==> src/rtl/composite_timing_gen.sv <==
// Composite video timing generator: a phase accumulator paces a raster of
// hcount/vcount positions that produces composite sync, video level and active flags.
module composite_timing_gen #(
    parameter int ACC_W        = 16,
    parameter int H_TOTAL      = 504,
    parameter int H_SYNC       = 37,
    parameter int H_ACT_START  = 96,
    parameter int H_ACT_END    = 480,
    parameter int V_TOTAL      = 262,
    parameter int V_SYNC_LINES = 3,
    parameter int V_ACT_START  = 20,
    parameter int V_ACT_END    = 260,
    localparam int HW          = $clog2(H_TOTAL),
    localparam int VW          = $clog2(V_TOTAL + 1)
) (
    input  logic             clk,
    input  logic             rst,
    input  logic [ACC_W-1:0] inc,
    input  logic             interlace,
    input  logic [1:0]       pixel_in,
    output logic             tick,
    output logic [HW-1:0]    hcount,
    output logic [VW-1:0]    vcount,
    output logic             field,
    output logic             sync_n,
    output logic [1:0]       level,
    output logic             active,
    output logic             frame_start
);

    if (!(H_SYNC < H_ACT_START && H_ACT_START < H_ACT_END && H_ACT_END <= H_TOTAL &&
          V_SYNC_LINES <= V_ACT_START && V_ACT_START < V_ACT_END && V_ACT_END <= V_TOTAL &&
          H_TOTAL - H_SYNC > H_SYNC)) begin : g_bad_params
        $error("composite_timing_gen: inconsistent timing parameters");
    end

    logic [ACC_W-1:0] acc;
    logic [ACC_W:0]   sum;
    logic             en;
    logic             mode;

    logic          h_wrap, v_wrap;
    logic [HW-1:0] h_nxt;
    logic [VW-1:0] v_nxt, v_last;
    logic          field_nxt, mode_nxt, sync_nxt, act_nxt;
    logic [1:0]    lvl_nxt;

    assign sum = {1'b0, acc} + {1'b0, inc};
    assign en  = sum[ACC_W];

    // Next raster position and the outputs that belong to it, all committed on en.
    always_comb begin
        h_wrap    = (hcount == HW'(H_TOTAL - 1));
        h_nxt     = h_wrap ? '0 : hcount + HW'(1);
        // The odd field of an interlaced frame carries one extra line.
        v_last    = (field && mode) ? VW'(V_TOTAL) : VW'(V_TOTAL - 1);
        v_wrap    = h_wrap && (vcount == v_last);
        v_nxt     = vcount;
        if (h_wrap) v_nxt = v_wrap ? '0 : vcount + VW'(1);
        mode_nxt  = v_wrap ? interlace : mode;
        field_nxt = field;
        if (v_wrap) field_nxt = interlace ? ~field : 1'b0;
        if (int'(v_nxt) < V_SYNC_LINES) sync_nxt = !(int'(h_nxt) < H_TOTAL - H_SYNC);
        else                            sync_nxt = !(int'(h_nxt) < H_SYNC);
        act_nxt   = (int'(h_nxt) >= H_ACT_START) && (int'(h_nxt) < H_ACT_END) &&
                    (int'(v_nxt) >= V_ACT_START) && (int'(v_nxt) < V_ACT_END);
        lvl_nxt   = 2'b01;
        if (!sync_nxt)                        lvl_nxt = 2'b00;
        else if (act_nxt && pixel_in != 2'b00) lvl_nxt = pixel_in;
    end

    always_ff @(posedge clk) begin
        if (rst) begin
            acc         <= '0;
            hcount      <= HW'(H_TOTAL - 1);
            vcount      <= VW'(V_TOTAL - 1);
            field       <= 1'b1;
            mode        <= 1'b0;
            tick        <= 1'b0;
            sync_n      <= 1'b1;
            level       <= 2'b01;
            active      <= 1'b0;
            frame_start <= 1'b0;
        end else begin
            acc         <= sum[ACC_W-1:0];
            tick        <= en;
            frame_start <= en && v_wrap;
            if (en) begin
                hcount <= h_nxt;
                vcount <= v_nxt;
                field  <= field_nxt;
                mode   <= mode_nxt;
                sync_n <= sync_nxt;
                level  <= lvl_nxt;
                active <= act_nxt;
            end
        end
    end

endmodule

==> config.mk <==
export PLATFORM = sky130hd
export DESIGN_NAME = composite_timing_gen
export DESIGN_NICKNAME = d
export VERILOG_FILES = /design/src/rtl/composite_timing_gen.sv
export SDC_FILE = /design/constraint.sdc
export NUM_CORES = 1
export LEC_CHECK = 0
export BUFFER_PORTS_ARGS = -buffer_cell sky130_fd_sc_hd__buf_2
export CAP_MARGIN = 10
export CORE_MARGIN = 4
export CORE_UTILIZATION = 60
export CTS_CLUSTER_DIAMETER = 30
export DETAILED_ROUTE_END_ITERATION = 16
export GPL_TIMING_DRIVEN = 0
export PLACE_DENSITY = 0.84
export SETUP_SLACK_MARGIN = 0.4
export SYNTH_ARGS = -nofsm -noshare
export SYNTH_HDL_FRONTEND = slang
export SYNTH_SLANG_ARGS = --single-unit
export TNS_END_PERCENT = 50
==> constraint.sdc <==
create_clock -name clk -period 6.75 [get_ports clk]
set_input_delay 0.675 -clock clk [delete_from_list [all_inputs] [get_ports clk]]
set_output_delay 0.675 -clock clk [all_outputs]
set_load 0.05 [all_outputs]
Word-level counts from Yosys, hierarchy flattened:

Cells that the tools add are included.

* register bits: 42

* add/subtract/negate cells: 3
* $lt $le $gt $ge: 7
* equal/unequal tests: 2
* multiplexer cells: 8
* bitwise logic cells: 1
* reductions and logical operators: 11

Operators with widths (count)
* 9-bit less-than comparator (second input constant): 3
* 9-bit two-way mux: 3
* 9-bit by 1-bit adder with 9-bit output (second input constant): 2
* 16-bit by 16-bit adder with 17-bit output: 1
* 9-bit == test: 1
* 9-bit == test (second input constant): 1
* 9-bit by 5-bit >= comparator with 1-bit output (second input constant): 1
* 9-bit by 7-bit >= comparator with 1-bit output (second input constant): 1
* 9-bit by 2-bit less-than comparator with 1-bit output (second input constant): 1
* 9-bit by 6-bit less-than comparator with 1-bit output (second input constant): 1
* 1-bit logical AND: 7
* 2-bit two-way mux: 3
* 1-bit logical NOT: 2
* 1-bit two-way mux: 2
* 2-bit AND reduction: 1
* 2-bit nonzero test: 1
* 1-bit inverter: 1

Depth between registers and ports, before layout:

Gate-level depths: netlist of run 1.

* word-level depth: 12
* mapped depth: 12

Least setup slack after synthesis of run 1:

No wires, ideal clock.

* path type: reg-to-reg
* start: register hcount[0]
* end: register level[0]
* arrival: 3.013 ns
* data required time: 6.628 ns
* path slack: 3.615 ns
* stages on the path, launching flop included: 10
* clock period less this slack: 3.135 ns
* cells stage by stage: dfxtp_1 > ha_1 > buf_2 > nand4_1 > or2_1 > buf_6 > o32a_1 > or3_4 > a2111o_1 > a221o_1

* cells in the longest elaborated chain, start to end: 10
* elaborated cells between the ends (all ways): 22

Ends and longest elaborated chain
* from (decl): RTL line 22 `output logic [HW-1:0] hcount,`
* from (signal assigned): RTL line 75 `hcount <= HW'(H_TOTAL - 1);`
* from (signal assigned): RTL line 89 `hcount <= h_nxt;`
* branches (longest 9 deep; another with 9-bit by 1-bit adder with 9-bit output)
* 2-bit two-way mux (*): RTL line 68 `if (!sync_nxt) lvl_nxt = 2'b00;`
* to (signal assigned): RTL line 94 `level <= lvl_nxt;`
* to (decl): RTL line 26 `output logic [1:0] level,`

Mark *: on every way between the ends.
A chain may end at the register's enable or synchronous reset.

Final worst setup path of run 1:

* start: input port inc[0]
* end: register hcount[5]

* cells in the longest elaborated chain, start to end: 1

Ends and longest elaborated chain
* from (decl): RTL line 18 `input logic [ACC_W-1:0] inc,`
* 16-bit by 16-bit adder with 17-bit output: RTL line 48 `assign sum = {1'b0, acc} + {1'b0, inc};`

Every way passes these cells.

==> metrics.txt, run 1 <==
outcome=complete, no violations; CP bufs+invs=4; CTS resizes=0; mean post-synth cell area=approximately 8.3 sq um; min Tclk post-route=between 3 and 4 ns; routed via count=between 2000 and 3000; n_diodes=0; Layout area overhead=13.82%; Hold Crit Depth=2; Pins Over Slew Limit=0; worst-path maximum fanout=10; asr flop ratio synth=0%; DRC viols=0; Final period util=a little over half; H-tree depth=2; total grt overflow=0; detailed placer's ending HPWL=between 4000 and 5000 um; RSZ-0062 raised after global routing=no; Total Routing Usage GR=24.03%; # port buffers=45; global-route wire length before repair=~11000 um; min-delay worst type=flip-flop to flip-flop; Num CTS Buffers=5; RePlAce Congestion=roughly 0.91; worst slew pin tran=roughly 0.94 ns; Hold-fix buffers, CTS=0; Die W=~76 um; Worst path depth=13; Core Area=~4400 sq um; Synth Warn #=0; CP Capture Type=flip-flop; Fin. Hold Viols=0; worst rel slew slack=about 37%; WP data arrival=about 3.8 ns; die area=~5800 sq um; Worst EP required=6.93 ns; critical path class=input pin to flip-flop; pin count of the biggest net entering global routing=13; Reg clk slew, reported paths=about 0.09 ns; FMAX=274.3 MHz; worst reg2reg path endpoint=hcount[5]$_SDFFE_PP1N_; flop-to-flop setup slack=between 3 and 4 ns; postcts setup bufs=0; Hold Crit Endpoint=active$_SDFFE_PP0N_; routed vias/inst=approximately 6.1; EDFF count, synth=0; clock skew=around 0.017 ns; number of antenna violations at the first check in global routing=0; Synth cell types=64; net count after synthesis=approximately 370; Routed Antenna Nets=0; startpoint class of the critical path=input pin; FF-to-FF path depth=12; Final Net Count=between 400 and 500; FF-to-FF Start=acc[0]$_SDFF_PP0_; post-DR wirelength/cell=14.92 um; share of cells above drive strength 1=20.00%; total iterations of the first detailed-routing run=4; delay-heaviest family, CP=compound AO/OA/AOI/OAI gates; num rows=24; initial core utilization=between 60% and 70%; Finish-stage setup viols=0; Crit path largest cell delay=between 0.8 and 0.9 ns; vias in the first global route=roughly 2500; final setup TNS=0 ns; Post-Synthesis Cell Area=around 2800 sq um; cells along the critical path=buf_2, ha_1, inv_1, fa_1, nand2b_1, a21oi_1, o31ai_1, a21oi_1, o31ai_1, clkbuf_1, buf_2, mux2i_1, nand2_1; IO Pins=between 40 and 50; die height=around 76 um; Synth Flop Type=dfxtp_1; DRT iter0 DRCs=164; CTS tree=yes; Cells after DPL=roughly 430; maxcap violations=0; Post-Synthesis Cells=332; Root Buffer=clkbuf_8; fin cells=437; worst-skew pair later-pin latency=about 0.31 ns; Seq/Total Area, Yosys=about 30%; clock buffer depth=2; hold path startpoint=active$_SDFFE_PP0N_; drt total wl=6519 um; Num Clock Sinks=42; Synth Register Bits=42; slowest stage cell, crit path=o31ai_1
==> Yosys cell counts, types with 3 or more instances <==
| library cell | n | share of area [%] |
|---|---|---|
| and3_1 | 3 | 0.68 |
| nor3_1 | 12 | 2.2 |
| a21oi_1 | 27 | 4.9 |
| nor2b_1 | 6 | 1.4 |
| o211ai_1 | 5 | 1.4 |
| o21a_1 | 5 | 1.4 |
| a31oi_1 | 3 | 0.68 |
| or2_2 | 4 | 0.91 |
| nor4_1 | 3 | 0.68 |
| mux2i_1 | 6 | 2.2 |
| nor2_1 | 23 | 3.1 |
| clkbuf_1 | 8 | 1.1 |
| or4_1 | 5 | 1.4 |
| nand3_1 | 15 | 2.7 |
| xor2_1 | 8 | 2.5 |
| a2111o_1 | 3 | 1.2 |
| nand4_1 | 4 | 0.91 |
| o31ai_1 | 7 | 1.9 |
| nand2_1 | 23 | 3.1 |
| and2_1 | 3 | 0.68 |
| a211o_1 | 3 | 0.95 |
| or3_1 | 4 | 0.91 |
| dfxtp_1 | 42 | 30 |
| buf_2 | 6 | 1.1 |
| inv_1 | 9 | 1.2 |
| ha_1 | 18 | 8.2 |
| nand2b_1 | 13 | 2.9 |
| o21ai_0 | 16 | 2.9 |
| xnor2_1 | 6 | 1.9 |
==> metrics by stage <==
step | cell area (sq um) | util [%] | hold WS [ns] | worst slack, ns
2_1_floorplan | 2761 | - | 0.5241 | 3.615
3_3_place_gp | 3052 | 69.13 | 0.4594 | 2.847
3_5_place_dp | 3052 | 69.13 | 0.4716 | 2.804
4_1_cts | 3143 | 71.20 | 0.4818 | 3.121
5_1_grt | 3143 | 71.20 | 0.5023 | 2.776
6_report | 3143 | 71.20 | 0.4741 | 3.105
==> worst min-delay path, stage by stage (launching register included) <==
cell and delay, ns:
dfxtp_1 0.32, nand2_1 0.06, a21oi_1 0.05
==> worst max path at each step <==
| stage | startpoint | end | slack, ns |
|---|---|---|---|
| after floorplan | hcount[0]$_SDFFE_PP1N_ | level[0]$_SDFFE_PP1N_ | 3.61 |
| after global placement | inc[0] | vcount[8]$_SDFFE_PP1N_ | 2.85 |
| final | inc[0] | hcount[5]$_SDFFE_PP1N_ | 3.11 |
| after global routing | inc[0] | vcount[8]$_SDFFE_PP1N_ | 2.78 |
| after CTS | inc[0] | hcount[8]$_SDFFE_PP1N_ | 3.12 |
| after detailed placement | inc[0] | hcount[8]$_SDFFE_PP1N_ | 2.80 |
==> state kept, by name, indices dropped and copies added (netlist names), 2 cells and up <==
register  count
hcount        9
acc          16
vcount        9
level         2
==> cell families (layout without fill, tap and decap cells) <==
logic type,after synthesis,count (layout),synth area share [%]
fa+ha+maj,19,19,8.881
xor+xnor,14,14,4.441
flops,42,42,30.45
buf+inv,25,78,3.942
mux,7,7,2.583
simple gates,132,132,26.60
compound gates,93,93,23.11
==> layout make-up <==
cell class	instances	area, sq um
inverters	9	33.78
fillers	368	1271
plain buffers	16	75.07
clock buffers	7	86.33
flip-flops and latches	42	840.8
repair buffers	45	225.2
well taps	52	65.06
multi-input cells	265	1812
clock inverters	1	5.005
==> metal layers <==
metal  up-vias  track usage [%]  wire length [um]  share of wire [%]
li1       1344                -                 -                  -
met1      1244            29.29              2780                 43
met2        73            42.68              3302                 51
met3        10            4.881               363                5.6
met4         0            6.408                73                1.1
met5         -                0                 0                  0
==> cell usage in the layout, fill, tap and decap left out, drive strengths merged, types with 9 or more instances in the layout <==
| master | instances |
|---|---|
| inv | 9 |
| o21ai | 16 |
| nor2 | 23 |
| nor3 | 12 |
| ha | 18 |
| dfxtp | 42 |
| buf | 53 |
| clkbuf | 15 |
| nand2b | 13 |
| nand3 | 15 |
| nand2 | 23 |
| a21oi | 27 |
Power of run 1 is left out: the tool's default activity adds up to more than one toggle a clock period on the data nets, which glitch-free logic cannot reach.
==> inputs of run 2 (changes only) <==
--- a/config.mk
+++ b/config.mk
@@ -8,11 +8,11 @@
 export BUFFER_PORTS_ARGS = -buffer_cell sky130_fd_sc_hd__buf_2
 export CAP_MARGIN = 10
 export CORE_MARGIN = 4
-export CORE_UTILIZATION = 60
+export CORE_UTILIZATION = 57
 export CTS_CLUSTER_DIAMETER = 30
 export DETAILED_ROUTE_END_ITERATION = 16
 export GPL_TIMING_DRIVEN = 0
-export PLACE_DENSITY = 0.84
+export PLACE_DENSITY = 0.81
 export SETUP_SLACK_MARGIN = 0.4
 export SYNTH_ARGS = -nofsm -noshare
 export SYNTH_HDL_FRONTEND = slang
==> constraint.sdc (replaced) <==
create_clock -name clk -period 3.4 [get_ports clk]
set_input_delay 0.34 -clock clk [delete_from_list [all_inputs] [get_ports clk]]
set_output_delay 0.34 -clock clk [all_outputs]
set_load 0.05 [all_outputs]
==> run 2 against run 1 <==
Count of clock-buffer cells in the layout did not move. Clock skew decreased by 0.0033 ns. Sequential share of layout area is 0.50 points lower. Core utilization shrank 3.1 points. Worst hold slack got worse by 0.069 ns. Register-to-register slack worse by 2.7 ns. Via count is 1.4% higher. Sequential cell count did not move. First-iteration DRC count increased by 25%. Global-route usage fell by 2.4 points. Routed wire length grew 0.41%. Setup slack worse by 2.5 ns.
==> metrics.txt, run 2 (same netlist as run 1, synthesis figures left out) <==
outcome=complete, no violations; CTS tree=yes; total iterations of the first detailed-routing run=4 (unchanged); worst-skew pair later-pin latency=0.30 ns (about the same); Worst EP required=3.59 ns (-3.34 ns); Pins Over Slew Limit=0 (unchanged); most common cell after layout, fill and taps aside=buf_2; maxcap violations=0 (unchanged); Fin. Hold Viols=0 (unchanged); DR WL met2=3300 um (about the same); WP data arrival=3.03 ns (-0.79 ns); vias in the first global route=2486 (+1.4%); RSZ-0062 raised after global routing=no; startpoint class of the critical path=flip-flop; routed vias/inst=5.952 (-2.6%); global-route wire length before repair=10740 um (-0.44%); Total Routing Usage GR=21.67% (-2.4 points); worst slew pin tran=0.5816 ns (-0.3548 ns); FF-to-FF Start=hcount[0]$_SDFFE_PP1N_; DRT iter0 DRCs=205 (+25%); FF-to-FF path depth=9 (-3); flop-to-flop setup slack=0.56 ns (-2.74 ns); IO Pins=46 (unchanged); initial core utilization=58.46% (-4.1 points); Layout area overhead=16.49%; Register Area=844.6 sq um (+0.45%); Finish-stage setup viols=0 (unchanged); area of the multi-input gates=1834 sq um (+1.2%); H-tree depth=2 (unchanged); die area=6022 sq um (+4.7%); Reg with most FFs=acc; hold path startpoint=inc[0]; Reg clk slew, reported paths=0.08 ns (about the same); clock skew=0.01391 ns (-0.003266 ns); post-layout util=68.11% (-3.1 points); Die W=77.60 um (+2.3%); Top Registers=acc x16, hcount x9, vcount x9; FMAX=around 350 MHz; Hold WS=0.4048 ns (-0.06929 ns); Final Net Count=427 (+0.71%); critical path class=flip-flop to flip-flop; total grt overflow=0 (unchanged); final setup TNS=0 ns (unchanged); detailed placer's ending HPWL=4890 um (+0.19%); Hold Crit Endpoint=acc[0]$_SDFF_PP0_; wl on met1=2821 um (+1.5%); RePlAce Congestion=0.8985 (-1.1%); # port buffers=45 (unchanged); die height=77.60 um (+2.3%); Root Buffer=clkbuf_8; Num CTS Buffers=5 (unchanged); drt total wl=6546 um (+0.41%); number of antenna violations at the first check in global routing=0 (unchanged); Hold Crit Depth=3 (+1); Routed Antenna Nets=0 (unchanged); n_diodes=0 (unchanged); filler cell count=394 (+7.1%); clock buffer depth=2 (unchanged); worst reg2reg path endpoint=level[0]$_SDFFE_PP1N_; pin count of the biggest net entering global routing=13 (unchanged); routed via count=2708 (+1.4%); CP Capture Type=flip-flop; Core Area=4723 sq um (+7.0%); Num Clock Sinks=42 (unchanged); Final period util=~83%; post-DR wirelength/cell=14.39 um (-3.6%); DRC viols=0 (unchanged); most frequent cells in the layout=buf_2, dfxtp_1, a21oi_1; Highest Signal Layer=met4; worst-path maximum fanout=10 (unchanged); share of cells above drive strength 1=22.42% (+2.4 points); worst rel slew slack=60.22% (+23 points); num rows=25 (+4.2%); Largest register FFs=16 (unchanged); min Tclk post-route=about 2.8 ns; min-delay worst type=input pin to flip-flop; wire length on met3=303 um (-17%); Hold-fix buffers, CTS=0 (unchanged)
## run 2: cell count changes in the layout (fill, tap and decap cells not counted), sizes merged
cell    previous run  this run
buf               53        55
clkbuf            15        16
## run 2: timing repair
item / in CTS / in global routing
endpoints found under the setup margin: 26 / 13
resized for setup: 3 / 6
setup buffers: 0 / 3
pin swaps: 0 / 2
## run 2: per-layer routing
metal  vias to the layer above  GRT usage [%]
li1                       1343              -
met3                        15          4.292
met2                        71          39.38
met5                         -              0
met1                      1279          25.22
met4                         0          6.940
## run 2: worst max path at each step
stage | cells after the start | start | slack [ns] | to
6_report | 9 | hcount[0]$_SDFFE_PP1N_ | 0.56 | level[0]$_SDFFE_PP1N_
5_1_grt | 9 | hcount[0]$_SDFFE_PP1N_ | 0.44 | level[0]$_SDFFE_PP1N_
4_1_cts | 12 | acc[0]$_SDFF_PP0_ | 0.44 | vcount[8]$_SDFFE_PP1N_
3_5_place_dp | 13 | inc[0] | -0.21 | hcount[8]$_SDFFE_PP1N_
3_3_place_gp | 13 | inc[0] | -0.16 | hcount[5]$_SDFFE_PP1N_
2_1_floorplan | 8 | vcount[0]$_SDFFE_PP1N_ | 0.42 | level[0]$_SDFFE_PP1N_
## run 2: stage by stage
| stage | cell area (sq um) | setup slack [ns] | instances |
|---|---|---|---|
| final | 3217 | 0.5632 | 455 |
| after floorplan | 2764 | 0.4230 | 332 |
| after CTS | 3179 | 0.4362 | 452 |
| after detailed placement | 3073 | -0.2140 | 444 |
| after global placement | 3073 | -0.1557 | 444 |
| after global routing | 3217 | 0.4363 | 455 |
## run 2: layout make-up
type / instances / area share (%)
Sequential cell: 42 / 26.25
Inverter: 9 / 1.050
Clock inverter: 1 / 0.1556
Clock buffer: 7 / 2.684
Tap cell: 67 / 2.606
Timing Repair Buffer: 48 / 7.701
Buffer: 16 / 2.528
Multi-Input combinational cell: 265 / 57.02
## run 2: worst max-delay path, stage by stage (launching register included)
cell	delay [ns]
dfxtp_2	0.39
ha_1	0.15
buf_2	0.19
nand4_1	0.18
or2_1	0.28
buf_6	0.15
o32a_1	0.36
or3_4	0.34
a2111o_1	0.37
a221o_1	0.32
Power of run 2 is left out for the same reason.
